## config.mk

```make
export PLATFORM = sky130hd
export DESIGN_NAME = mux_sequencer_flat
export DESIGN_NICKNAME = d
export VERILOG_FILES = /design/src/rtl/mux_sequencer_pkg.sv /design/src/rtl/mux_sequencer_if.sv /design/src/rtl/mux_sequencer_mux.sv /design/src/rtl/mux_sequencer.sv /design/src/flat_wrapper.sv
export SDC_FILE = /design/constraint.sdc
export NUM_CORES = 1
export LEC_CHECK = 0
export CORE_MARGIN = 4
export CORE_UTILIZATION = 40
export DETAILED_ROUTE_END_ITERATION = 8
export PLACE_DENSITY = 0.66
export SETUP_SLACK_MARGIN = 0.15
export SLEW_MARGIN = 15
export SYNTH_ARGS = -nofsm -noshare
export SYNTH_HDL_FRONTEND = slang
export SYNTH_SLANG_ARGS = --single-unit
```

## constraint.sdc

```tcl
create_clock -name clk -period 5.1 [get_ports clk]
set_clock_uncertainty 0.05 [all_clocks]
set_input_delay 0.765 -clock clk [delete_from_list [all_inputs] [get_ports clk]]
set_output_delay 0.765 -clock clk [all_outputs]
set_load 0.005 [all_outputs]
```

## src/rtl/mux_sequencer_pkg.sv

```systemverilog
// Shared types and helpers for the mux sequencer family: state encoding, select-width
// calculation and an LSB-first priority encoder reusable by other sequencers.
package mux_sequencer_pkg;

  // Widest lane mask the shared priority encoder handles.
  localparam int unsigned MaxLanes = 64;

  typedef enum logic {
    StIdle = 1'b0,
    StSend = 1'b1
  } state_e;

  function automatic int unsigned ctrl_width(input int unsigned num_lanes);
    return (num_lanes > 1) ? $clog2(num_lanes) : 1;
  endfunction

  // Index of the lowest set bit; 0 when the mask is empty.
  function automatic int unsigned lowest_set(input logic [MaxLanes-1:0] mask);
    int unsigned idx;
    idx = 0;
    for (int i = MaxLanes - 1; i >= 0; i--) begin
      if (mask[i]) idx = unsigned'(i);
    end
    return idx;
  endfunction

endpackage

```

## src/rtl/mux_sequencer_if.sv

```systemverilog
// Vector-in / word-out stream bundle between a producer/consumer (master) and the
// mux sequencer (slave).
interface mux_sequencer_if #(
  parameter int unsigned DataWidth = 16,
  parameter int unsigned NumData   = 16
);
  localparam int unsigned CtrlWidth = mux_sequencer_pkg::ctrl_width(NumData);

  logic                          in_valid;
  logic                          in_ready;
  logic [DataWidth*NumData-1:0]  in_data;
  logic [NumData-1:0]            in_mask;
  logic                          out_valid;
  logic                          out_ready;
  logic [DataWidth-1:0]          out_data;
  logic [CtrlWidth-1:0]          out_sel;
  logic                          out_last;

  modport master (
    output in_valid, in_data, in_mask, out_ready,
    input  in_ready, out_valid, out_data, out_sel, out_last
  );

  modport slave (
    input  in_valid, in_data, in_mask, out_ready,
    output in_ready, out_valid, out_data, out_sel, out_last
  );

endinterface

```

## src/rtl/mux_sequencer_mux.sv

```systemverilog
// N:1 word multiplexer: picks word ctrl_in out of a packed vector of NumData words.
module mux_sequencer_mux #(
  parameter int unsigned DataWidth = 16,
  parameter int unsigned NumData   = 16,
  parameter int unsigned CtrlWidth = 4
) (
  input  logic [DataWidth*NumData-1:0] data_in,
  input  logic [CtrlWidth-1:0]         ctrl_in,
  output logic [DataWidth-1:0]         data_out
);

  always_comb begin
    data_out = '0;
    for (int i = 0; i < int'(NumData); i++) begin
      if (ctrl_in == CtrlWidth'(i)) data_out = data_in[i*DataWidth +: DataWidth];
    end
  end

endmodule

```

## src/rtl/mux_sequencer.sv

```systemverilog
// Serialises one masked vector of words onto a single valid/ready word stream,
// walking the set lanes in ascending order and driving the word mux select.
module mux_sequencer
  import mux_sequencer_pkg::*;
#(
  parameter int unsigned DataWidth = 16,
  parameter int unsigned NumData   = 16
) (
  input  logic           clk,
  input  logic           reset,
  mux_sequencer_if.slave bus
);

  localparam int unsigned CtrlWidth = ctrl_width(NumData);

  state_e                       state_q, state_d;
  logic [DataWidth*NumData-1:0] data_q, data_d;
  logic [NumData-1:0]           mask_q, mask_d;
  logic [NumData-1:0]           mask_rest;
  logic [CtrlWidth-1:0]         sel_q, sel_d;
  logic [DataWidth-1:0]         out_data;
  logic                         in_ready;

  // Lanes still pending once the current word is taken.
  always_comb begin
    mask_rest        = mask_q;
    mask_rest[sel_q] = 1'b0;
  end

  assign in_ready      = (state_q == StIdle) && !reset;
  assign bus.in_ready  = in_ready;
  assign bus.out_valid = (state_q == StSend);
  assign bus.out_last  = (state_q == StSend) && (mask_rest == '0);
  assign bus.out_sel   = sel_q;
  assign bus.out_data  = out_data;

  always_comb begin
    state_d = state_q;
    data_d  = data_q;
    mask_d  = mask_q;
    sel_d   = sel_q;
    unique case (state_q)
      StIdle: begin
        if (bus.in_valid && in_ready) begin
          data_d = bus.in_data;
          mask_d = bus.in_mask;
          // An empty mask is accepted and dropped without producing a word.
          if (bus.in_mask != '0) begin
            state_d = StSend;
            sel_d   = CtrlWidth'(lowest_set(MaxLanes'(bus.in_mask)));
          end
        end
      end
      StSend: begin
        if (bus.out_ready) begin
          mask_d = mask_rest;
          if (mask_rest == '0) begin
            state_d = StIdle;
          end else begin
            sel_d = CtrlWidth'(lowest_set(MaxLanes'(mask_rest)));
          end
        end
      end
      default: state_d = StIdle;
    endcase
  end

  always_ff @(posedge clk) begin
    if (reset) begin
      state_q <= StIdle;
      data_q  <= '0;
      mask_q  <= '0;
      sel_q   <= '0;
    end else begin
      state_q <= state_d;
      data_q  <= data_d;
      mask_q  <= mask_d;
      sel_q   <= sel_d;
    end
  end

  mux_sequencer_mux #(
    .DataWidth (DataWidth),
    .NumData   (NumData),
    .CtrlWidth (CtrlWidth)
  ) u_mux (
    .data_in  (data_q),
    .ctrl_in  (sel_q),
    .data_out (out_data)
  );

endmodule
```

## src/flat_wrapper.sv

```systemverilog
// flat-port wrapper written by rule: the top's interface ports become plain ports
module mux_sequencer_flat import mux_sequencer_pkg::*;
#(
  parameter int unsigned DataWidth = 16,
  parameter int unsigned NumData   = 16
)
  (clk, reset, bus_in_valid, bus_in_data, bus_in_mask, bus_out_ready, bus_in_ready, bus_out_valid, bus_out_data, bus_out_sel, bus_out_last);
  mux_sequencer_if #(.DataWidth(DataWidth), .NumData(NumData)) bus_i ();
  input  logic clk;
  input  logic reset;
  input wire logic [$bits(bus_i.in_valid)-1:0] bus_in_valid;
  input wire logic [$bits(bus_i.in_data)-1:0] bus_in_data;
  input wire logic [$bits(bus_i.in_mask)-1:0] bus_in_mask;
  input wire logic [$bits(bus_i.out_ready)-1:0] bus_out_ready;
  output wire logic [$bits(bus_i.in_ready)-1:0] bus_in_ready;
  output wire logic [$bits(bus_i.out_valid)-1:0] bus_out_valid;
  output wire logic [$bits(bus_i.out_data)-1:0] bus_out_data;
  output wire logic [$bits(bus_i.out_sel)-1:0] bus_out_sel;
  output wire logic [$bits(bus_i.out_last)-1:0] bus_out_last;
  assign bus_i.in_valid = bus_in_valid;
  assign bus_i.in_data = bus_in_data;
  assign bus_i.in_mask = bus_in_mask;
  assign bus_i.out_ready = bus_out_ready;
  assign bus_in_ready = bus_i.in_ready;
  assign bus_out_valid = bus_i.out_valid;
  assign bus_out_data = bus_i.out_data;
  assign bus_out_sel = bus_i.out_sel;
  assign bus_out_last = bus_i.out_last;
  mux_sequencer #(.DataWidth(DataWidth), .NumData(NumData)) u_core (.clk(clk), .reset(reset), .bus(bus_i));
endmodule
```

==> run summary, run 1 <==
Final Core Density -> 53.5%
Reg clk slew, reported paths -> 0.05 ns
Longest Clk Path Bufs -> 3
PwrDens -> 333 nW/um^2
Post-Syn Instances -> 1,691
Total die area -> 36,600 um^2
Rows -> 66
DR vias -> 12,800
HP Class -> flip-flop to flip-flop
Drt pass-1 iters -> 5
Clock Sinks -> 277
Ratio of final minimum period to clock period -> 90.3%
Post-synthesis sequential area ratio -> 41.3%
Fillers -> 3,222
Main synth FF type -> dfxtp_1
Die Wd -> 191 um
Synth top area share -> 41.3%
Critical Path RT -> 4.28 ns
Top post-synthesis cells by area -> dfxtp_1 (41%), nand2b_1 (12%), o21ai_0 (11%)
Total gr overflow -> 0
Worst slack, placed -> 1.04 ns
Status -> completed
GR Util All Layers -> 25.8%
Worst setup EP type -> output pin
Hold_sp -> u_core.data_q[49]$_SDFFE_PP0P_
Post-synth cell types -> 70
Initial antenna violation count -> 0
Maximum vdd drop -> 0.265 mV
Syn Nets -> 1,967
CP Launch Type -> flip-flop
Worst slew margin -> 31.6%
# IOs -> 299
Warnings from Yosys -> 0
H-tree depth -> 1
Critical Path Source -> u_core.bus.out_sel[2]$_SDFFE_PP0P_
Post-DP HPWL -> 36.3 mm
Nets@finish -> 2,176
CTS tree -> built
RSZ-0062 raised after global routing -> false
Average wire per standard cell -> 20.9 um
Starting Density -> 40.9%
Syn avg cell area -> 7.94 um^2
Vias per cell -> 5.43
First-pass GRT wire length -> 73.3 mm
Arrival @ worst endpoint -> 3.79 ns
WS Path Type -> flip-flop to output pin
Max-cap violations -> 0
Die H -> 191 um
Static leakage -> 6.08 nW
Core box area -> 32,900 um^2
Yosys reg bits -> 277
Hold Vio Cnt, Final -> 0
I/O Buffers -> 298
WL final -> 49.4 mm
Setup_tns -> 0 ns
Ant diodes -> 0
Total CTS buffers -> 31
P&R area growth vs syn -> 30.9%
CTS root buffer -> clkbuf_16
First DRT Iteration DRCs -> 1,092
Least-Margin Pin Slew -> 1.03 ns
Final setup vio count -> 0
Largest net degree at the start of global routing -> 268
Multi-input logic area -> 7270 um^2
Top cells by count, synth -> nand2_1 (324), o21ai_0 (297), dfxtp_1 (277), nand2b_1 (258), clkbuf_1 (108)
Post-synth EDFFs -> 0
Count leader, synth -> nand2_1
Worst setup margin -> 0.492 ns
Setup bufs post-CTS -> 0
Post-synth ARST share -> 0%
Number of remaining DRC errors -> 0
Achievable Freq -> 217 MHz
Crit path time final -> 4.61 ns
Post-synthesis cell area -> 13,400 um^2
Hold WS -> 0.422 ns
Critical-path maximum fanout -> 47
Slew Viols, Final -> 0
Routability congestion estimate -> 0.954
Vias in the first global route -> 12,500
Pwr Total -> 5.85 mW
R2r startpoint -> u_core.bus.out_sel[0]$_SDFFE_PP0P_
Skew-Pair Late Insertion Delay -> 0.55 ns
ANT nets after route -> 0
Reg area -> 5560 um^2
Cts hold-fix bufs -> 0
Fraction of layout cells with a size suffix above 1 -> 6.76%
Cell taking the most area after synthesis -> dfxtp_1
logic make-up (layout without fill, tap and decap cells):
family	after synthesis	after routing	synth area share, %
and+or+nand+nor	694	694	25.6
muxes	66	66	6.45
buffers and inverters	150	382	4.65
AOI/OAI and AO/OA	504	504	22.1
DFF	277	277	41.3
registers in the layout (all words and copies together) (netlist names):
| name | cells |
|---|---|
| u_core.data_q | 256 |
| u_core.bus.out_valid | 1 |
| u_core.mask_q | 16 |
| u_core.bus.out_sel | 4 |
final cells by class:
| cell class | instances | share of cell area [%] |
|---|---|---|
| Multi-Input combinational cell | 1264 | 41.4 |
| Tap cell | 442 | 3.15 |
| Clock buffer | 46 | 5.19 |
| Inverter | 13 | 0.278 |
| Timing Repair Buffer | 313 | 17.8 |
| Sequential cell | 277 | 31.6 |
| Clock inverter | 10 | 0.641 |
layer usage:
| metal | part of all wire [%] | routed length [um] | track usage, % | up-vias |
|---|---|---|---|---|
| met5 | 0 | 0 | 0 | - |
| met4 | 3.4 | 1670 | 8.48 | 0 |
| met3 | 7.8 | 3880 | 4.40 | 83 |
| met2 | 44 | 21700 | 40.1 | 549 |
| met1 | 45 | 22200 | 36.5 | 5974 |
| li1 | - | - | - | 6230 |
where the power goes:
group          leakage (nW)  total, mW  switching, mW  internal (mW)
logic                  3.30       1.11          0.567          0.546
registers              2.28       2.50          0.176           2.33
clock network         0.501       2.23          0.898           1.33
final timing paths:
path              cells after the start  slack [ns]                                 end
setup / recovery                      8        0.49                     bus_out_data[8]
hold reg to reg                       2        0.42      u_core.data_q[49]$_SDFFE_PP0P_
hold / removal                        2        0.42      u_core.data_q[49]$_SDFFE_PP0P_
setup reg to reg                      7        1.85  u_core.bus.out_sel[2]$_SDFFE_PP0P_
metrics by stage:
stage	area [um^2]	instances
2_1_floorplan	13400	1691
3_3_place_gp	16500	2309
3_5_place_dp	16500	2309
4_1_cts	17600	2365
5_1_grt	17600	2365
6_report	17600	2365
placed cells by master, fill, tap and decap left out, drive strengths merged, types with 3 or more instances in the layout:
cell type	instances
nand2	325
o21ai	298
clkdlybuf4s50	297
dfxtp	277
nand2b	258
a21oi	72
nor2	57
clkbuf	46
mux2i	28
mux2	24
o22ai	22
a22oi	18
buf	16
inv	15
o221ai	14
mux4	14
a211oi	11
nand3	9
nor2b	9
o31ai	8
nor3	8
a32oi	7
o311ai	7
o2bb2ai	7
nor4	5
a311oi	5
a31oi	4
a21o	4
clkinv	4
o32ai	4
nor3b	4
a222oi	3
nand3b	3
or2	3
or3b	3
and2	3
repair_timing:
action / 4_1_cts / 5_1_grt
hold endpoints to repair: 0 / 0
gates resized for setup: 0 / 1
endpoints found under the setup margin: 0 / 1
worst max-delay path: stages (launching register included):
cell             delay [ns]
dfxtp_2                0.71
buf_6                  0.42
or2b_1                 0.33
nor2_1                 0.26
a21oi_1                0.11
o221ai_1               0.35
o21ai_0                0.23
a32oi_1                0.28
clkdlybuf4s50_1        0.54
No activity file was read; power rests on OpenSTA's default activity.
==> inputs of run 2 (changes only) <==
--- a/config.mk
+++ b/config.mk
@@ -6,11 +6,11 @@
 export NUM_CORES = 1
 export LEC_CHECK = 0
 export CORE_MARGIN = 4
-export CORE_UTILIZATION = 40
+export CORE_UTILIZATION = 23
 export DETAILED_ROUTE_END_ITERATION = 8
-export PLACE_DENSITY = 0.66
 export SETUP_SLACK_MARGIN = 0.15
 export SLEW_MARGIN = 15
 export SYNTH_ARGS = -nofsm -noshare
 export SYNTH_HDL_FRONTEND = slang
 export SYNTH_SLANG_ARGS = --single-unit
+export TNS_END_PERCENT = 5
==> run 2 against run 1 <==
Effect of this change:
- setup slack worse by 0.11 ns
- maximum frequency is 2.4% lower
- sequential cell count unchanged
- critical path type unchanged
- clock power increased by 4%
- routed wire length up 15%
- cell count is 14% higher
- combinational power rose by 6%
- count of clock-buffer cells in the layout grew 1
==> run summary, run 2 (synthesized netlist as in run 1, its figures left out) <==
Status -> completed
Max-cap violations -> 0
I/O Buffers -> 298
R2r startpoint -> u_core.bus.out_sel[3]$_SDFFE_PP0P_
CTS root buffer -> clkbuf_16
Clock Sinks -> 277
Max reg flops -> 256
Slew Viols, Final -> 0
Achievable Freq -> 212 MHz
P&R area growth vs syn -> 34.2%
ANT nets after route -> 0
Routability congestion estimate -> 0.909
Largest Register -> u_core.data_q
Post-CTS sizing -> 0
Static leakage -> 6.11 nW
Setup bufs post-CTS -> 0
PwrDens -> 333 nW/um^2
CP Launch Type -> flip-flop
CP max-delay cell -> dfxtp_4
Ratio of final minimum period to clock period -> 92.5%
Largest net degree at the start of global routing -> 264
Most common cell after layout, fill and taps aside -> nand2_1
Average wire per standard cell -> 21.1 um
Crit path time final -> 4.72 ns
Total die area -> 62,300 um^2
Hold WS -> 0.422 ns
Critical Path RT -> 4.28 ns
WL final -> 56.8 mm
Worst slew margin -> 39.5%
Critical-path maximum fanout -> 46
Worst setup EP type -> output pin
Die Wd -> 250 um
Hold_sp -> u_core.data_q[47]$_SDFFE_PP0P_
Setup_tns -> 0 ns
Rows -> 88
Cts hold-fix bufs -> 0
RSZ-0062 raised after global routing -> false
Post-DP HPWL -> 42.5 mm
Total gr overflow -> 0
H-tree depth -> 2
CTS tree -> built
Hold Vio Cnt, Final -> 0
Core box area -> 57,800 um^2
First-pass GRT wire length -> 83.0 mm
Vias per cell -> 4.84
# IOs -> 299
Worst slack, placed -> 0.987 ns
Fillers -> 6,153
First DRT Iteration DRCs -> 1,077
Fraction of layout cells with a size suffix above 1 -> 6.81%
Vias in the first global route -> 13,000
Dpl cells -> 2,634
Arrival @ worst endpoint -> 3.90 ns
Drt pass-1 iters -> 5
Maximum vdd drop -> 0.166 mV
Die H -> 250 um
Skew-Pair Late Insertion Delay -> 0.52 ns
Least-Margin Pin Slew -> 0.907 ns
Final setup vio count -> 0
Worst setup margin -> 0.380 ns
Critical Path Source -> u_core.bus.out_sel[0]$_SDFFE_PP0P_
Reg clk slew, reported paths -> 0.06 ns
Commonest non-fill, non-tap cells in the layout -> nand2_1 (324), o21ai_0 (297), clkdlybuf4s50_1 (297)
Starting Density -> 23.2%
Slowest stage delay, CP -> 0.74 ns
HP Class -> flip-flop to flip-flop
Longest Clk Path Bufs -> 3
Initial antenna violation count -> 4
Final Core Density -> 31.2%
Cell Count, Final, Fillers Out -> 2,691
Total CTS buffers -> 34
Nets@finish -> 2,181
GR Util All Layers -> 17.3%
Number of remaining DRC errors -> 0
Crit-path cells -> nand2b_1, o22ai_1, a221o_1, a21oi_1, o221ai_1, a222oi_1, clkdlybuf4s50_1
WS Path Type -> flip-flop to output pin
DR vias -> 13,000
-- run 2: cell count changes in the layout (fill, tap and decap cells not counted), sizes merged --
cell,delta
clkinv,+2
buf,+2
inv,-1
clkinvlp,-1
clkbuf,+1
diode,+1
bufinv,-1
-- run 2: through the flow --
| step | power (mW) | area (um^2) |
|---|---|---|
| floorplan | 3.08 | 13400 |
| global placement | 3.70 | 17000 |
| detailed placement | 3.71 | 17000 |
| CTS | 6.09 | 18000 |
| global route | 6.26 | 18000 |
| finish | 6.00 | 18000 |
-- run 2: worst max-delay path: cells and delay by family, from the launching register on --
| kind | cells | cell delay, ns |
|---|---|---|
| AO/OA/AOI/OAI | 5 | 1.41 |
| flip-flops | 1 | 0.74 |
| buffers and inverters | 1 | 0.61 |
| AND/OR/NAND/NOR | 1 | 0.59 |
-- run 2: path summary, 6_finish.rpt --
path,depth (start not counted),slack (ns),end
max reg2reg,7,1.87,u_core.bus.out_sel[2]$_SDFFE_PP0P_
max,7,0.38,bus_out_data[11]
min,2,0.42,u_core.data_q[47]$_SDFFE_PP0P_
min reg2reg,2,0.42,u_core.data_q[47]$_SDFFE_PP0P_
-- run 2: cell type report --
type	count	area, um^2	area share (%)
Inverter	13	48.8	0.271
Sequential cell	277	5550	30.8
Antenna cell	1	2.50	0.0139
Multi-Input combinational cell	1264	7270	40.3
Clock inverter	9	76.3	0.423
Timing Repair Buffer	315	3150	17.5
Clock buffer	47	971	5.39
Tap cell	765	957	5.31
-- run 2: report_power, final --
part,total (mW),switching (mW),internal [mW]
clock,2.33,0.956,1.38
sequential,2.50,0.170,2.33
combinational,1.18,0.624,0.551
total,6.00,1.75,4.25
-- run 2: per-layer routing --
metal / track usage (%) / routed length [um] / vias to the layer above
met5: 0 / 38 / -
met4: 6.30 / 1940 / 6
met1: 24.0 / 25800 / 6185
met2: 26.9 / 25100 / 487
li1: - / - / 6250
met3: 3.39 / 3920 / 84
